### src/rtl/snn_ff_pkg.sv
// -----------------------------------------------------------------------------
// snn_ff_pkg
// Shared types and default sizes for the post-neuron state SRAM controller.
//   state_e : controller FSM encoding (idle arbitration / clear sweep)
//   owner_e : which requester owns the read data returning next cycle
// -----------------------------------------------------------------------------
package snn_ff_pkg;

  localparam int DEF_ADDR_WIDTH = 8;
  localparam int DEF_DATA_WIDTH = 32;
  localparam int DEF_SRAM_DEPTH = 256;

  typedef enum logic {
    ST_IDLE = 1'b0,
    ST_INIT = 1'b1
  } state_e;

  typedef enum logic [1:0] {
    OWN_NONE = 2'd0,
    OWN_CFG  = 2'd1,
    OWN_NEUR = 2'd2,
    OWN_LRN  = 2'd3
  } owner_e;

endpackage

### src/rtl/post_neuron_sram_grant.sv
// -----------------------------------------------------------------------------
// post_neuron_sram_grant
// Combinational one-hot grant selection for the three SRAM requesters.
// Config always wins. Between neuron and learning engines, lrn_first picks
// who wins a contested cycle (tied low for plain neur > lrn priority).
// Ports:
//   arb_en                      : arbitration allowed this cycle
//   cfg_req/neur_req/lrn_req    : pending requests
//   lrn_first                   : learning engine wins a neur/lrn contest
//   cfg_gnt/neur_gnt/lrn_gnt    : at most one asserted
// -----------------------------------------------------------------------------
module post_neuron_sram_grant (
  input  logic arb_en,
  input  logic cfg_req,
  input  logic neur_req,
  input  logic lrn_req,
  input  logic lrn_first,
  output logic cfg_gnt,
  output logic neur_gnt,
  output logic lrn_gnt
);

  always_comb begin
    cfg_gnt  = 1'b0;
    neur_gnt = 1'b0;
    lrn_gnt  = 1'b0;
    if (arb_en) begin
      if (cfg_req) begin
        cfg_gnt = 1'b1;
      end else if (neur_req && lrn_req) begin
        if (lrn_first) lrn_gnt = 1'b1;
        else           neur_gnt = 1'b1;
      end else if (neur_req) begin
        neur_gnt = 1'b1;
      end else if (lrn_req) begin
        lrn_gnt = 1'b1;
      end
    end
  end

endmodule

### src/rtl/post_neuron_sram_arb.sv
// -----------------------------------------------------------------------------
// post_neuron_sram_arb
// Single-port access controller for the post-neuron state SRAM (registered
// read, 1-cycle latency). Shares the SRAM between config, neuron-update and
// learning engines, and runs a clear sweep writing INIT_VALUE to every word.
//
// Handshake: a requester raises req with its we/addr/wdata and holds them
// until gnt is seen in the same cycle; every cycle with gnt high is exactly one
// SRAM access. A read grant is answered by that port's rvalid one cycle later
// with rdata = sram_q; write grants return nothing.
//
// Ports:
//   CK, RST                         : clock, synchronous active-high reset
//   init_req/init_busy/init_done    : clear sweep start / in progress / done pulse
//   cfg_*, neur_*, lrn_*            : requester ports (lrn is read-only)
//   rdata                           : shared read data, valid with an rvalid
//   sram_cs/we/a/d, sram_q          : SRAM macro interface
//
// Build option: define POST_NEURON_ARB_RR_EN to round-robin neur and lrn
// at the second priority level (default: fixed neur > lrn).
// -----------------------------------------------------------------------------
module post_neuron_sram_arb
  import snn_ff_pkg::*;
#(
  parameter int                  ADDR_WIDTH = DEF_ADDR_WIDTH,
  parameter int                  DATA_WIDTH = DEF_DATA_WIDTH,
  parameter int                  SRAM_DEPTH = DEF_SRAM_DEPTH,
  parameter logic [DATA_WIDTH-1:0] INIT_VALUE = '0
) (
  input  logic                  CK,
  input  logic                  RST,
  input  logic                  init_req,
  output logic                  init_busy,
  output logic                  init_done,
  input  logic                  cfg_req,
  input  logic                  cfg_we,
  input  logic [ADDR_WIDTH-1:0] cfg_addr,
  input  logic [DATA_WIDTH-1:0] cfg_wdata,
  output logic                  cfg_gnt,
  output logic                  cfg_rvalid,
  input  logic                  neur_req,
  input  logic                  neur_we,
  input  logic [ADDR_WIDTH-1:0] neur_addr,
  input  logic [DATA_WIDTH-1:0] neur_wdata,
  output logic                  neur_gnt,
  output logic                  neur_rvalid,
  input  logic                  lrn_req,
  input  logic [ADDR_WIDTH-1:0] lrn_addr,
  output logic                  lrn_gnt,
  output logic                  lrn_rvalid,
  output logic [DATA_WIDTH-1:0] rdata,
  output logic                  sram_cs,
  output logic                  sram_we,
  output logic [ADDR_WIDTH-1:0] sram_a,
  output logic [DATA_WIDTH-1:0] sram_d,
  input  logic [DATA_WIDTH-1:0] sram_q
);

  localparam logic [ADDR_WIDTH-1:0] LAST_ADDR = ADDR_WIDTH'(SRAM_DEPTH - 1);

  state_e                  state_q, state_d;
  logic [ADDR_WIDTH-1:0]   cnt_q, cnt_d;
  logic                    init_done_q, init_done_d;
  owner_e                  owner_q, owner_d;
  logic                    arb_en;
  logic                    lrn_first;

  // No access is issued while RST is high: this keeps a mid-sweep reset from
  // writing the word at the current counter, and drops any pending rvalid.
  assign arb_en = (state_q == ST_IDLE) && !init_req && !RST;

  post_neuron_sram_grant u_grant (
    .arb_en    (arb_en),
    .cfg_req   (cfg_req),
    .neur_req  (neur_req),
    .lrn_req   (lrn_req),
    .lrn_first (lrn_first),
    .cfg_gnt   (cfg_gnt),
    .neur_gnt  (neur_gnt),
    .lrn_gnt   (lrn_gnt)
  );

`ifdef POST_NEURON_ARB_RR_EN
  // Last neur/lrn winner; starts as "lrn last" so neur wins the first contest.
  logic lrn_last_q, lrn_last_d;

  always_comb begin
    lrn_last_d = lrn_last_q;
    if (neur_gnt || lrn_gnt) lrn_last_d = lrn_gnt;
  end

  always_ff @(posedge CK) begin
    if (RST) lrn_last_q <= 1'b1;
    else     lrn_last_q <= lrn_last_d;
  end

  assign lrn_first = !lrn_last_q;
`else
  assign lrn_first = 1'b0;
`endif

  always_comb begin
    state_d     = state_q;
    cnt_d       = cnt_q;
    init_done_d = 1'b0;
    owner_d     = OWN_NONE;
    sram_cs     = 1'b0;
    sram_we     = 1'b0;
    sram_a      = '0;
    sram_d      = '0;
    case (state_q)
      ST_IDLE: begin
        if (init_req) begin
          state_d = ST_INIT;
          cnt_d   = '0;
        end else if (cfg_gnt) begin
          sram_cs = 1'b1;
          sram_we = cfg_we;
          sram_a  = cfg_addr;
          sram_d  = cfg_wdata;
          owner_d = cfg_we ? OWN_NONE : OWN_CFG;
        end else if (neur_gnt) begin
          sram_cs = 1'b1;
          sram_we = neur_we;
          sram_a  = neur_addr;
          sram_d  = neur_wdata;
          owner_d = neur_we ? OWN_NONE : OWN_NEUR;
        end else if (lrn_gnt) begin
          sram_cs = 1'b1;
          sram_a  = lrn_addr;
          owner_d = OWN_LRN;
        end
      end
      ST_INIT: begin
        sram_cs = !RST;
        sram_we = !RST;
        sram_a  = cnt_q;
        sram_d  = INIT_VALUE;
        cnt_d   = cnt_q + 1'b1;
        if (cnt_q == LAST_ADDR) begin
          state_d     = ST_IDLE;
          cnt_d       = '0;
          init_done_d = 1'b1;
        end
      end
      default: state_d = ST_IDLE;
    endcase
  end

  always_ff @(posedge CK) begin
    if (RST) begin
      state_q     <= ST_IDLE;
      cnt_q       <= '0;
      init_done_q <= 1'b0;
      owner_q     <= OWN_NONE;
    end else begin
      state_q     <= state_d;
      cnt_q       <= cnt_d;
      init_done_q <= init_done_d;
      owner_q     <= owner_d;
    end
  end

  assign init_busy   = (state_q == ST_INIT);
  assign init_done   = init_done_q;
  assign cfg_rvalid  = (owner_q == OWN_CFG)  && !RST;
  assign neur_rvalid = (owner_q == OWN_NEUR) && !RST;
  assign lrn_rvalid  = (owner_q == OWN_LRN)  && !RST;
  assign rdata       = sram_q;

endmodule

### config.mk
export PLATFORM = sky130hd
export DESIGN_NAME = post_neuron_sram_arb
export DESIGN_NICKNAME = d
export VERILOG_FILES = /design/src/rtl/snn_ff_pkg.sv /design/src/rtl/post_neuron_sram_grant.sv /design/src/rtl/post_neuron_sram_arb.sv
export SDC_FILE = /design/constraint.sdc
export NUM_CORES = 1
export LEC_CHECK = 0
export ABC_AREA = 1
export BUFFER_PORTS_ARGS = -buffer_cell sky130_fd_sc_hd__buf_2
export CAP_MARGIN = 5
export CORE_AREA = 3 3 80 82
export CTS_CLUSTER_DIAMETER = 30
export DETAILED_ROUTE_END_ITERATION = 12
export DIE_AREA = 0 0 83 85
export GPL_TIMING_DRIVEN = 0
export PLACE_DENSITY = 0.79
export SYNTH_ARGS = -nofsm -noshare
export SYNTH_HDL_FRONTEND = slang
export SYNTH_SLANG_ARGS = --single-unit
### constraint.sdc
create_clock -name CK -period 1.2 [get_ports CK]
set_input_delay 0.12 -clock CK [delete_from_list [all_inputs] [get_ports CK]]
set_output_delay 0.12 -clock CK [all_outputs]
set_load 0.005 [all_outputs]
**Word level (Yosys, flattened, before mapping)**

Cells that the tools add are included.

- Word-level logic and storage cells: 62
- Bits of input ports: 128
- Flip-flop bits (word level): 12

- Bitwise gates (word level): 1
- Muxes and demuxes: 41
- Add/sub/neg operators: 1
- Equal/unequal tests: 5
- Reductions and logical operators: 10

Operators with widths:

| operator | number |
|---|---|
| 32-bit 2-to-1 mux | 3 |
| 32-bit one-hot mux with 2 select lines | 1 |
| 8-bit 2-to-1 mux | 6 |
| 8-bit one-hot mux with 2 select lines | 2 |
| 1-bit 2-to-1 mux | 22 |
| 8-bit by 1-bit adder with 8-bit output, second input constant | 1 |
| 8-bit equality test, second input constant | 1 |
| 2-bit 2-to-1 mux | 4 |
| 1-bit logical AND | 6 |
| 1-bit one-hot mux with 2 select lines | 3 |
| 2-bit equality test, second input constant | 2 |
| 3-bit OR reduction | 1 |
| 2-bit by 1-bit equality test with 1-bit output, second input constant | 1 |
| 1-bit logical NOT | 2 |
| 2-bit != test, second input constant | 1 |
| 2-bit OR reduction | 1 |
| 1-bit inverter | 1 |

**Depth between registers and ports, before layout**

Gate-level depths: netlist of run 1.

- Depth in word-level cells: 10
- Mapped depth: 8

**By module**

Synthesis of run 1 repeated with hierarchy kept, for this count alone.

- Cells, all modules: 270
- Area, all modules: 1599.0 sq um

Modules (own cells, without submodules):

| module | area each (sq um) | cells each | sequential area each (sq um) | times used |
|---|---|---|---|---|
| post_neuron_sram_arb | 1555.2 | 259 | 240.2 | 1 |
| post_neuron_sram_grant | 43.8 | 11 | 0.0 | 1 |

**Worst setup path after synthesis of run 1**

No wires, ideal clock.

- Kind: register to output
- From: reg state_q, in the netlist init_busy
- To: out sram_we
- Path slack: 0.053 ns
- Required time: 1.080 ns
- Cell stages (with the launch flop): 8
- Buffers on the path: 0
- Arrival time: 1.027 ns
- Cells stage by stage: dfxtp_1 -> nor2_4 -> nand2_4 -> inv_4 -> nand2_1 -> or2_1 -> nand2_1 -> nand2_1

- Cells in the longest elaborated chain, start to end: 8
- Elaborated cells on any way between the ends: 9

RTL lines:

| element | RTL line | text |
|---|---|---|
| start: declaration | post_neuron_sram_arb.sv:61 | `state_e state_q, state_d;` |
| start signal: assignment | post_neuron_sram_arb.sv:157 | `state_q <= state_d;` |
| 1-bit inverter | - |  |
| 1-bit logical AND (2 in series) | post_neuron_sram_arb.sv:70 | `assign arb_en = (state_q == ST_IDLE) && !init_req && !RST;` |
| 1-bit 2-to-1 mux | post_neuron_sram_grant.sv:27 | `if (arb_en) begin` |
| 1-bit 2-to-1 mux | post_neuron_sram_arb.sv:122 | `end else if (neur_gnt) begin` |
| 1-bit 2-to-1 mux | post_neuron_sram_arb.sv:116 | `end else if (cfg_gnt) begin` |
| 1-bit 2-to-1 mux | post_neuron_sram_arb.sv:113 | `if (init_req) begin` |
| 1-bit one-hot mux with 2 select lines * | post_neuron_sram_arb.sv:111 | `case (state_q)` |
| end: declaration | post_neuron_sram_arb.sv:53 | `output logic sram_we,` |

Mark *: on every way between the ends. The rest lies on a longest branch, timed or not.

**Final worst setup path of run 1**

- From: reg state_q, in the netlist init_busy
- To: out sram_a[5]

- Cells in the longest elaborated chain, start to end: 9
- Elaborated cells on any way between the ends: 11

RTL lines:

| element | RTL line | text |
|---|---|---|
| 1-bit inverter | - |  |
| 1-bit logical AND (2 in series) | post_neuron_sram_arb.sv:70 |  |
| 1-bit 2-to-1 mux | post_neuron_sram_grant.sv:27 |  |
| 8-bit 2-to-1 mux | post_neuron_sram_arb.sv:128 | `end else if (lrn_gnt) begin` |
| 8-bit 2-to-1 mux | post_neuron_sram_arb.sv:122 |  |
| 8-bit 2-to-1 mux | post_neuron_sram_arb.sv:116 |  |
| 8-bit 2-to-1 mux | post_neuron_sram_arb.sv:113 |  |
| 8-bit one-hot mux with 2 select lines * | post_neuron_sram_arb.sv:111 |  |
| end: declaration | post_neuron_sram_arb.sv:54 | `output logic [ADDR_WIDTH-1:0] sram_a,` |

Marks and branches as above.

==> out/results.ini, run 1 <==
[flow_run]
maxCapViolCount=0

[setup_path]
slowest_delay_ns=0.35
rrSetupSlack_ns=0
cp_top_family=buffers and inverters
startpoint_type=register
worstPathRequired_ns=1.08
r2r_cells=8
path_class=reg2out
cp.depth=8
path_cells=nor2_4 > nand2_4 > inv_6 > buf_4 > buf_8 > nand3_1 > nand4_1 > buf_2
cp_max_fo=10
arrival_ns=1.47
cp-end-kind=output port
worst_r2r_startpoint=init_busy
crit_buf_inv=4
critPathSlowestCell=dfxtp_4
r2r-end=owner_q[0]

[grt]
grt_pass1_vias=2388
grt_pass1_wl_mm=11.0
antenna_found_initial=0
grt_overflow_total=0
grt_start_max_net_pins=11
grt_use_total_pct=18.8

[timing]
maxSlewHeadroom_pct=61.1
worst_pin_slew_ns=0.583
rsz0062_at_grt=true
layout_setup_ws_ns=-0.391
skew_ns=0.0104
tns_ns=-15.72
clock.fmax_mhz=628
post-route-min-period_ns=1.59
finalHoldViolCount=0
timing.final.crit_share_pct=133
slew_violations=0
setup_viol=47

[synthesis]
synth_cell_type_count=23
ys_top_cells_by_count=nand2_1 (148), buf_4 (33), dfxtp_1 (12), nor2_1 (12)
async_reset_ff_share_pct=0
synth.most_common_cell=nand2_1
ys_warn_count=0
synth.avg_cell_area_um2=5.48
ys_seq_area_share_pct=16.1
synthCells=272
synth_top_area_cell=nand2_1
synthesis.nets=401
synth.top_cell.area_share_pct=37.2
synth_area_leaders=nand2_1 (37%), buf_4 (17%), dfxtp_1 (16%)
synth_edf_count=0
ys.flop_type=dfxtp_1
synth-seq-cells=12
netlist_area_um2=1490

[pwr]
p_per_area_nw_per_um2=478
peakVddDrop_mv=0.465
power_uw=1540
leakage_uw=0.00193

[layout]
drive_gt1_share_pct=68.1
fill_cells=543
layout.cells.non_filler=552
syn_to_final_growth_pct=116
nets=608
n_antenna_cell=0

[placed_design]
gp_congestion=0.897
hpwl_mm=5.90
dp.cells=524
port_buffers=177

[routing]
vias_per_cell=4.67
drt_wl_total_mm=8.22
drc_errors=0
num_vias=2578
wire_per_inst_um=14.9
drt_pass1_iterations=4
drt_iter0_drc=104
ant_nets=0

[worst_hold_path]
min_to=owner_q[1]
hp-class=in2reg
hold_start=neur_we
worstHoldPathCells=2

[floorplan]
die_height_um=85
die_w_um=83
core_um2=5820
initial_core_util_pct=25.6
rows=28
io_pins=210
die_area_um2=7060

[clock_network]
cts_tree=yes
clk_path_buf_depth=2
cts_max_level=1
clock_sinks=12
clk_pin_slew_ns=0.05
clk_latency_ns=0.25
cts_buffers=3
root_buffer=clkbuf_8

[run_status]
violations=negative setup slack
status=finished, violations left

how the worst max path moves through the flow:
stage | slack, ns | startpoint | endpoint
after floorplan | 0.05 | init_busy | sram_we
after global placement | -0.34 | init_busy | sram_a[5]
after detailed placement | -0.32 | init_busy | sram_a[5]
after CTS | -0.37 | init_busy | sram_d[4]
after global routing | -0.48 | init_busy | sram_a[1]
final | -0.39 | init_busy | sram_a[5]
routing by layer:
metal  wire, µm  global-route usage, %  vias to the layer above
li1           -                      -                     1229
met1       2790                   20.3                     1163
met2       4430                   37.0                      163
met3        790                   3.98                       23
met4        212                   4.90                        0
met5          0                      0                        -
repair_timing:
action	in CTS	in global routing
hold buffers	0	0
gates resized for setup	40	92
setup endpoints to repair	54	51
gates cloned	3	4
pin swaps	15	39
buffers inserted	13	5
registers in the layout, summed over array words and instances (netlist names):
name       cells
cnt_q          8
init_done      1
init_busy      1
owner_q        2
power by group:
group | internal, µW | switching, µW
Clock | 221 | 149
Combinational | 419 | 332
Sequential | 409 | 10.7
Total | 1050 | 492
logic make-up (layout without fill, tap and decap cells):
group | after synthesis | after routing | synth area share, %
xor gates and xnor gates | 1 | 1 | 0.587
buffers and inverters | 55 | 260 | 24.4
and+or+nand+nor | 192 | 192 | 53.9
AOI/OAI and AO/OA | 11 | 11 | 4.19
DFF | 12 | 12 | 16.1
adders and majority gates | 1 | 1 | 0.839
stage by stage:
stage / area [µm²] / hold WS [ns] / utilization, % / setup WS [ns]
2_1_floorplan: 1490 / 0.189 / - / 0.0531
3_3_place_gp: 2470 / 0.349 / 42.5 / -0.337
3_5_place_dp: 2470 / 0.359 / 42.5 / -0.318
4_1_cts: 2780 / 0.110 / 47.8 / -0.374
5_1_grt: 3230 / 0.113 / 55.5 / -0.476
6_report: 3230 / 0.115 / 55.5 / -0.391
area by class of cell:
class	count	area, µm²	share of cell area, %
buffer	41	375	11.6
clock buffer	3	41.3	1.28
inverter	14	72.6	2.25
multi-input combinational	205	1130	35.1
sequential	12	250	7.76
tap	75	93.8	2.91
timing repair buffer	202	1260	39.1
placed cells by master, fill, tap and decap left out, drive strengths merged:
cell type and n:
nand2 150, or2 2, nand4 10, a32o 1
ha 1, inv 13, clkinv 1, o21ai 5
dfxtp 12, buf 239, nand3 11, xor2 1
nor2 16, a21oi 4, nor3 3, a22oi 1
clkbuf 7
Power figures use the tool's default switching activity.
==> inputs of run 2 (changes only) <==
--- a/config.mk
+++ b/config.mk
@@ -17,3 +17,4 @@
 export SYNTH_ARGS = -nofsm -noshare
 export SYNTH_HDL_FRONTEND = slang
 export SYNTH_SLANG_ARGS = --single-unit
+export TNS_END_PERCENT = 5
==> out/results.ini, run 2 (synthesized netlist as in run 1, its figures left out) <==
[clock_network]
cts_max_level=1
root_buffer=clkbuf_8
clk_pin_slew_ns=0.05
cts_buffers=3
clock_sinks=12
clk_latency_ns=0.24
clk_path_buf_depth=2
hold_buffers=0
cts_tree=yes

[pwr]
combPwrFrac_pct=45.5
power_frac_clock_pct=25.2
p_sw_uw=427
leakage_uw=0.00175
p_per_area_nw_per_um2=501
pwr-share-seq_pct=29.3
peakVddDrop_mv=0.447
power_uw=1430
swShare_pct=29.9
internal-power_uw=1000

[grt]
grt_pass1_vias=2385
antenna_found_initial=0
grt_overflow_total=0
grt_use_total_pct=18.8
grt_pass1_wl_mm=11.0
grt_start_max_net_pins=11

[timing]
worst_pin_slew_ns=0.604
rsz0062_at_grt=true
post-route-min-period_ns=1.56
layout_setup_ws_ns=-0.363
timing.final.crit_share_pct=130
setup_viol=47
clock.fmax_mhz=640
skew_ns=0.00671
maxSlewHeadroom_pct=59.7
finalHoldViolCount=0
slew_violations=0

[setup_path]
cp-end-kind=output port
worst_r2r_startpoint=cnt_q[0]
cp.depth=8
slowest_delay_ns=0.35
arrival_ns=1.44
rrSetupSlack_ns=-0.06
startpoint=init_busy
startpoint_type=register
worstPathRequired_ns=1.08
cp_top_family=buffers and inverters
critPathSlowestCell=dfxtp_4
path_class=reg2out
cp_max_fo=10
path_cells=nor2_4 > nand2_4 > clkinv_4 > buf_4 > buf_6 > nand3_1 > nand4_1 > buf_2
r2r_cells=8
r2r-end=cnt_q[5]
crit_buf_inv=4

[routing]
drc_errors=0
drt_wl_total_mm=7.37
vias_per_cell=4.55
num_vias=2469
drt_pass1_iterations=4
drt_iter0_drc=114
ant_nets=0
wire_per_inst_um=13.6

[layout]
n_antenna_cell=0
mostFrequentLayoutCells=buf_2 (175), nand2_1 (139), buf_4 (42), nand3_1 (11)
fill_cells=591
final_common_cell=buf_2
layout.cells.non_filler=543
regMostFlops=cnt_q
syn_to_final_growth_pct=91.2
reg.largest.list=cnt_q (8), owner_q (2)
largest_reg_flops=8
nets=599
drive_gt1_share_pct=56.6

[placed_design]
pre_cts_ws_ns=-0.318
port_buffers=177
dp.cells=524
hpwl_mm=5.90
gp_congestion=0.897

[run_status]
violations=negative setup slack
status=finished, violations left

[floorplan]
initial_core_util_pct=25.6
io_pins=210
die_w_um=83
rows=28
die_height_um=85
die_area_um2=7060
core_um2=5820

[worst_hold_path]
hold_start=neur_we
worstHoldPathCells=2
min_to=owner_q[1]
hp-class=in2reg

[flow_run]
maxCapViolCount=0

run 2: cell count changes in the layout (fill, tap and decap cells not counted), sizes merged:
cell / before / now
buf: 239 / 234
clkbuf: 7 / 3
inv: 13 / 12
clkinv: 1 / 2
run 2: what timing repair did:
action | 4_1_cts | 5_1_grt
buffers inserted | 12 | 1
pin swaps | 11 | 16
setup endpoints to repair | 54 | 52
cloned | 3 | 0
gates resized for setup | 40 | 20
run 2: worst max path at each step:
stage	endpoint
floorplan	sram_we
global placement	sram_a[5]
CTS	sram_d[4]
finish	sram_a[5]
global route	sram_a[1]
detailed placement	sram_a[5]
run 2: final cells by class:
cell class / instances / area [µm²] / area share (%)
Timing Repair Buffer: 193 / 1080 / 38.0
Multi-Input combinational cell: 205 / 947 / 33.2
Buffer: 41 / 368 / 12.9
Sequential cell: 12 / 249 / 8.73
Tap cell: 75 / 93.8 / 3.29
Inverter: 14 / 70.1 / 2.46
Clock buffer: 3 / 41.3 / 1.45
run 2: worst register-to-register path, delay by kind of cell (launching register included):
kind / cells / cell delay [ns]
adder cells (fa/ha/maj): 1 / 0.21
AND/OR/NAND/NOR: 7 / 0.59
flip-flops: 1 / 0.35
run 2: metal layers:
layer  global-route usage (%)  vias up  routed length [µm]
met2                     36.9      146                3890
met4                     4.90        0                 148
met5                        0        -                   0
met1                     20.3     1100                2700
met3                     3.98       13                 635
li1                         -     1210                   -
run 2: through the flow:
stage	utilization [%]	hold WS [ns]	instance area, µm²	setup TNS [ns]
3_3_place_gp	42.5	0.349	2470	-10.43
5_1_grt	49.0	0.114	2850	-17.35
3_5_place_dp	42.5	0.359	2470	-10.25
6_report	49.0	0.111	2850	-14.04
4_1_cts	47.7	0.110	2780	-15.81
2_1_floorplan	-	0.189	1490	0
run 2: power groups by stage:
stage	sequential (µW)	clock, µW	combinational, µW
2_1_floorplan	426	0	240
4_1_cts	419	365	630
5_1_grt	419	383	710
3_3_place_gp	428	0	547
6_report	418	359	650
3_5_place_dp	429	0	554
==> inputs of run 3 (changes only) <==
--- a/config.mk
+++ b/config.mk
@@ -6,15 +6,17 @@
 export NUM_CORES = 1
 export LEC_CHECK = 0
 export ABC_AREA = 1
-export BUFFER_PORTS_ARGS = -buffer_cell sky130_fd_sc_hd__buf_2
 export CAP_MARGIN = 5
 export CORE_AREA = 3 3 80 82
+export CTS_BUF_LIST = sky130_fd_sc_hd__clkbuf_16
 export CTS_CLUSTER_DIAMETER = 30
 export DETAILED_ROUTE_END_ITERATION = 12
 export DIE_AREA = 0 0 83 85
+export DONT_BUFFER_PORTS = 1
 export GPL_TIMING_DRIVEN = 0
-export PLACE_DENSITY = 0.79
+export PLACE_DENSITY = 0.49
 export SYNTH_ARGS = -nofsm -noshare
 export SYNTH_HDL_FRONTEND = slang
+export SYNTH_HIERARCHICAL = 1
 export SYNTH_SLANG_ARGS = --single-unit
 export TNS_END_PERCENT = 5
==> out/results.ini, run 3 <==
[grt]
grt_use_total_pct=16.0
grt_pass1_wl_mm=9.13
met3_usage_pct=3.59
grt_start_max_net_pins=11
grt.met1_usage_pct=18.1
grt_pass1_vias=1708
grt_overflow_total=0
grt-busiest-layer=met2
use_met2_pct=30.8
antenna_found_initial=0

[setup_path]
cp_max_fo=6
startpoint=init_busy
cp-end-kind=output port
worstPathRequired_ns=1.08
rrSetupSlack_ns=-0.48
path_cells=nor2_4 > nand2_2 > inv_4 > buf_4 > nand3_4 > nor2_4 > nand2_2 > nor2_4 > buf_6 > nand2_1 > nand3_2 > nand2_2 > nand2_2
path_class=reg2out
critPathSlowestCell=dfxtp_4
worst_r2r_startpoint=init_busy
cp_common_cell=nand2_2
r2r_cells=11
startpoint_type=register
cp-endpoint=sram_a[1]
slowest_delay_ns=0.36
r2r-end=owner_q[0]
arrival_ns=1.86

[synthesis]
synthCells=270
muxShareOfSynthArea_pct=0
synth.most_common_cell=nand2_1
synth_cell_type_count=25
ys_top_cells_by_count=nand2_1 (72), nor2_1 (45), buf_4 (37)
ys_warn_count=6
synth_top_area_cell=buf_4
synth_area_leaders=buf_4 (17%), nand2_1 (17%), a22oi_1 (15%)
netlist_area_um2=1600
synth_edf_count=0
synth-compound-area-share_pct=20.7
ys_seq_area_share_pct=15.0
synth_xor_area_share_pct=0.548
synth_adder_area_share_pct=0.782
synth_top_family_by_area=simple AND/OR/NAND/NOR gates
synth-seq-cells=12
async_reset_ff_share_pct=0
synth.avg_cell_area_um2=5.92
ys.flop_type=dfxtp_1
yosys.area_share.simple_pct=37.5
synth.top_cell.area_share_pct=17.4

[layout]
multi_input_area_um2=1110
fill_cells=637
final_common_cell=nand2_1
layout.cells.non_filler=364
reg.largest.list=cnt_q (8), owner_q (2)
fin_util_pct=35.9
mostFrequentLayoutCells=nand2_1 (54), buf_4 (44), nor2_1 (40), a22oi_1 (31), nand2_2 (17)
nets=419
largest_reg_flops=8
syn_to_final_growth_pct=30.6
drive_gt1_share_pct=38.1
regArea_um2=246
n_antenna_cell=0
regMostFlops=cnt_q

[floorplan]
die_area_um2=7060
die_w_um=83
initial_core_util_pct=27.5
core_um2=5820
rows=28
io_pins=210
die_height_um=85

[pwr]
power_frac_clock_pct=43.7
p_sw_uw=403
peakVddDrop_mv=0.742
combPwrFrac_pct=27.0
internal-power_uw=1030
swShare_pct=28.1
p_per_area_nw_per_um2=686
leakage_uw=0.000925
pwr-share-seq_pct=29.3

[worst_hold_path]
hp-class=in2reg
hold_start=init_req

[routing]
drt_iter0_drc=74
drt_pass1_iterations=4
drc_errors=0
wire_per_inst_um=17.8
ant_nets=0
vias_per_cell=5.14
drt_wl_total_mm=6.48
num_vias=1872

[timing]
skew_ns=0.00135
clock.fmax_mhz=506
slew_violations=0
setup_viol=48
timing.final.crit_share_pct=165
layout_setup_ws_ns=-0.776
rsz0062_at_grt=true
finalHoldViolCount=0
hold_slack_ns=0.0150
tns_ns=-31.77
post-route-min-period_ns=1.98

[clock_network]
cts_tree=yes
cts_max_level=1
clk_pin_slew_ns=0.05
clock_sinks=12
clk_path_buf_depth=2
root_buffer=clkbuf_16
clk_latency_ns=0.24
cts_buffers=3

[placed_design]
hpwl_mm=5.30
dp.cells=346
gp_congestion=0.905
port_buffers=0

[run_status]
violations=negative setup slack
status=finished, violations left

[flow_run]
maxCapViolCount=0

## run 3: power groups by stage
stage	logic [µW]	registers (µW)	clock network, µW
floorplan	268	425	0
global placement	326	427	0
detailed placement	327	427	0
CTS	375	419	633
global route	422	421	645
finish	386	420	626
## run 3: layer usage
layer	vias up	part of all wire [%]
met1	865	38
met5	-	0
met2	104	55
li1	895	-
met3	8	6.1
met4	0	1.3
## run 3: area by class of cell
cell class              instances  share of cell area [%]
plain buffers                  46                    16.8
clock buffers                   3                    3.59
clock inverters                 1                   0.180
inverters                      18                    3.48
multi-input cells             195                    53.4
flip-flops and latches         12                    11.8
well taps                      75                    4.49
repair buffers                 14                    6.29
## run 3: repair_timing
| item | in CTS | in global routing |
|---|---|---|
| resized for setup | 30 | 22 |
| endpoints found under the hold margin | 2 | 0 |
| hold buffers | 1 | 0 |
| setup buffers | 10 | 3 |
| pin swaps | 17 | 21 |
| setup endpoints to repair | 47 | 54 |
| gates cloned | 1 | 0 |
## run 3: worst min path at each step
stage          slack, ns  cells past startpoint        end
6_report            0.01                      2  init_busy
5_1_grt             0.02                      2  init_busy
4_1_cts             0.01                      2  init_busy
3_5_place_dp        0.19                      1  init_busy
3_3_place_gp        0.18                      1  init_busy
2_1_floorplan       0.18                      1  init_busy
## run 3: cell families (layout without fill, tap and decap cells)
kind of cell / count (synthesis) / in the layout
buffers and inverters: 64 / 82
other: 1 / 2
adder cells (fa/ha/maj): 1 / 1
XOR/XNOR: 1 / 1
AO/OA/AOI/OAI: 47 / 47
flip-flops: 12 / 12
AND/OR/NAND/NOR: 144 / 144
## run 3: critical path: cells and delay by family, from the launching register on
family / cells / cell delay, ns
AND/OR/NAND/NOR: 10 / 0.91
flip-flops: 1 / 0.36
buffers and inverters: 3 / 0.34
## run 3: stage by stage
stage,setup slack (ns),total power (µW),instance area (µm²)
floorplan,-0.313,692,1630
CTS,-0.778,1430,2030
detailed placement,-0.685,754,1720
global placement,-0.676,753,1720
global route,-0.878,1490,2090
finish,-0.776,1430,2090
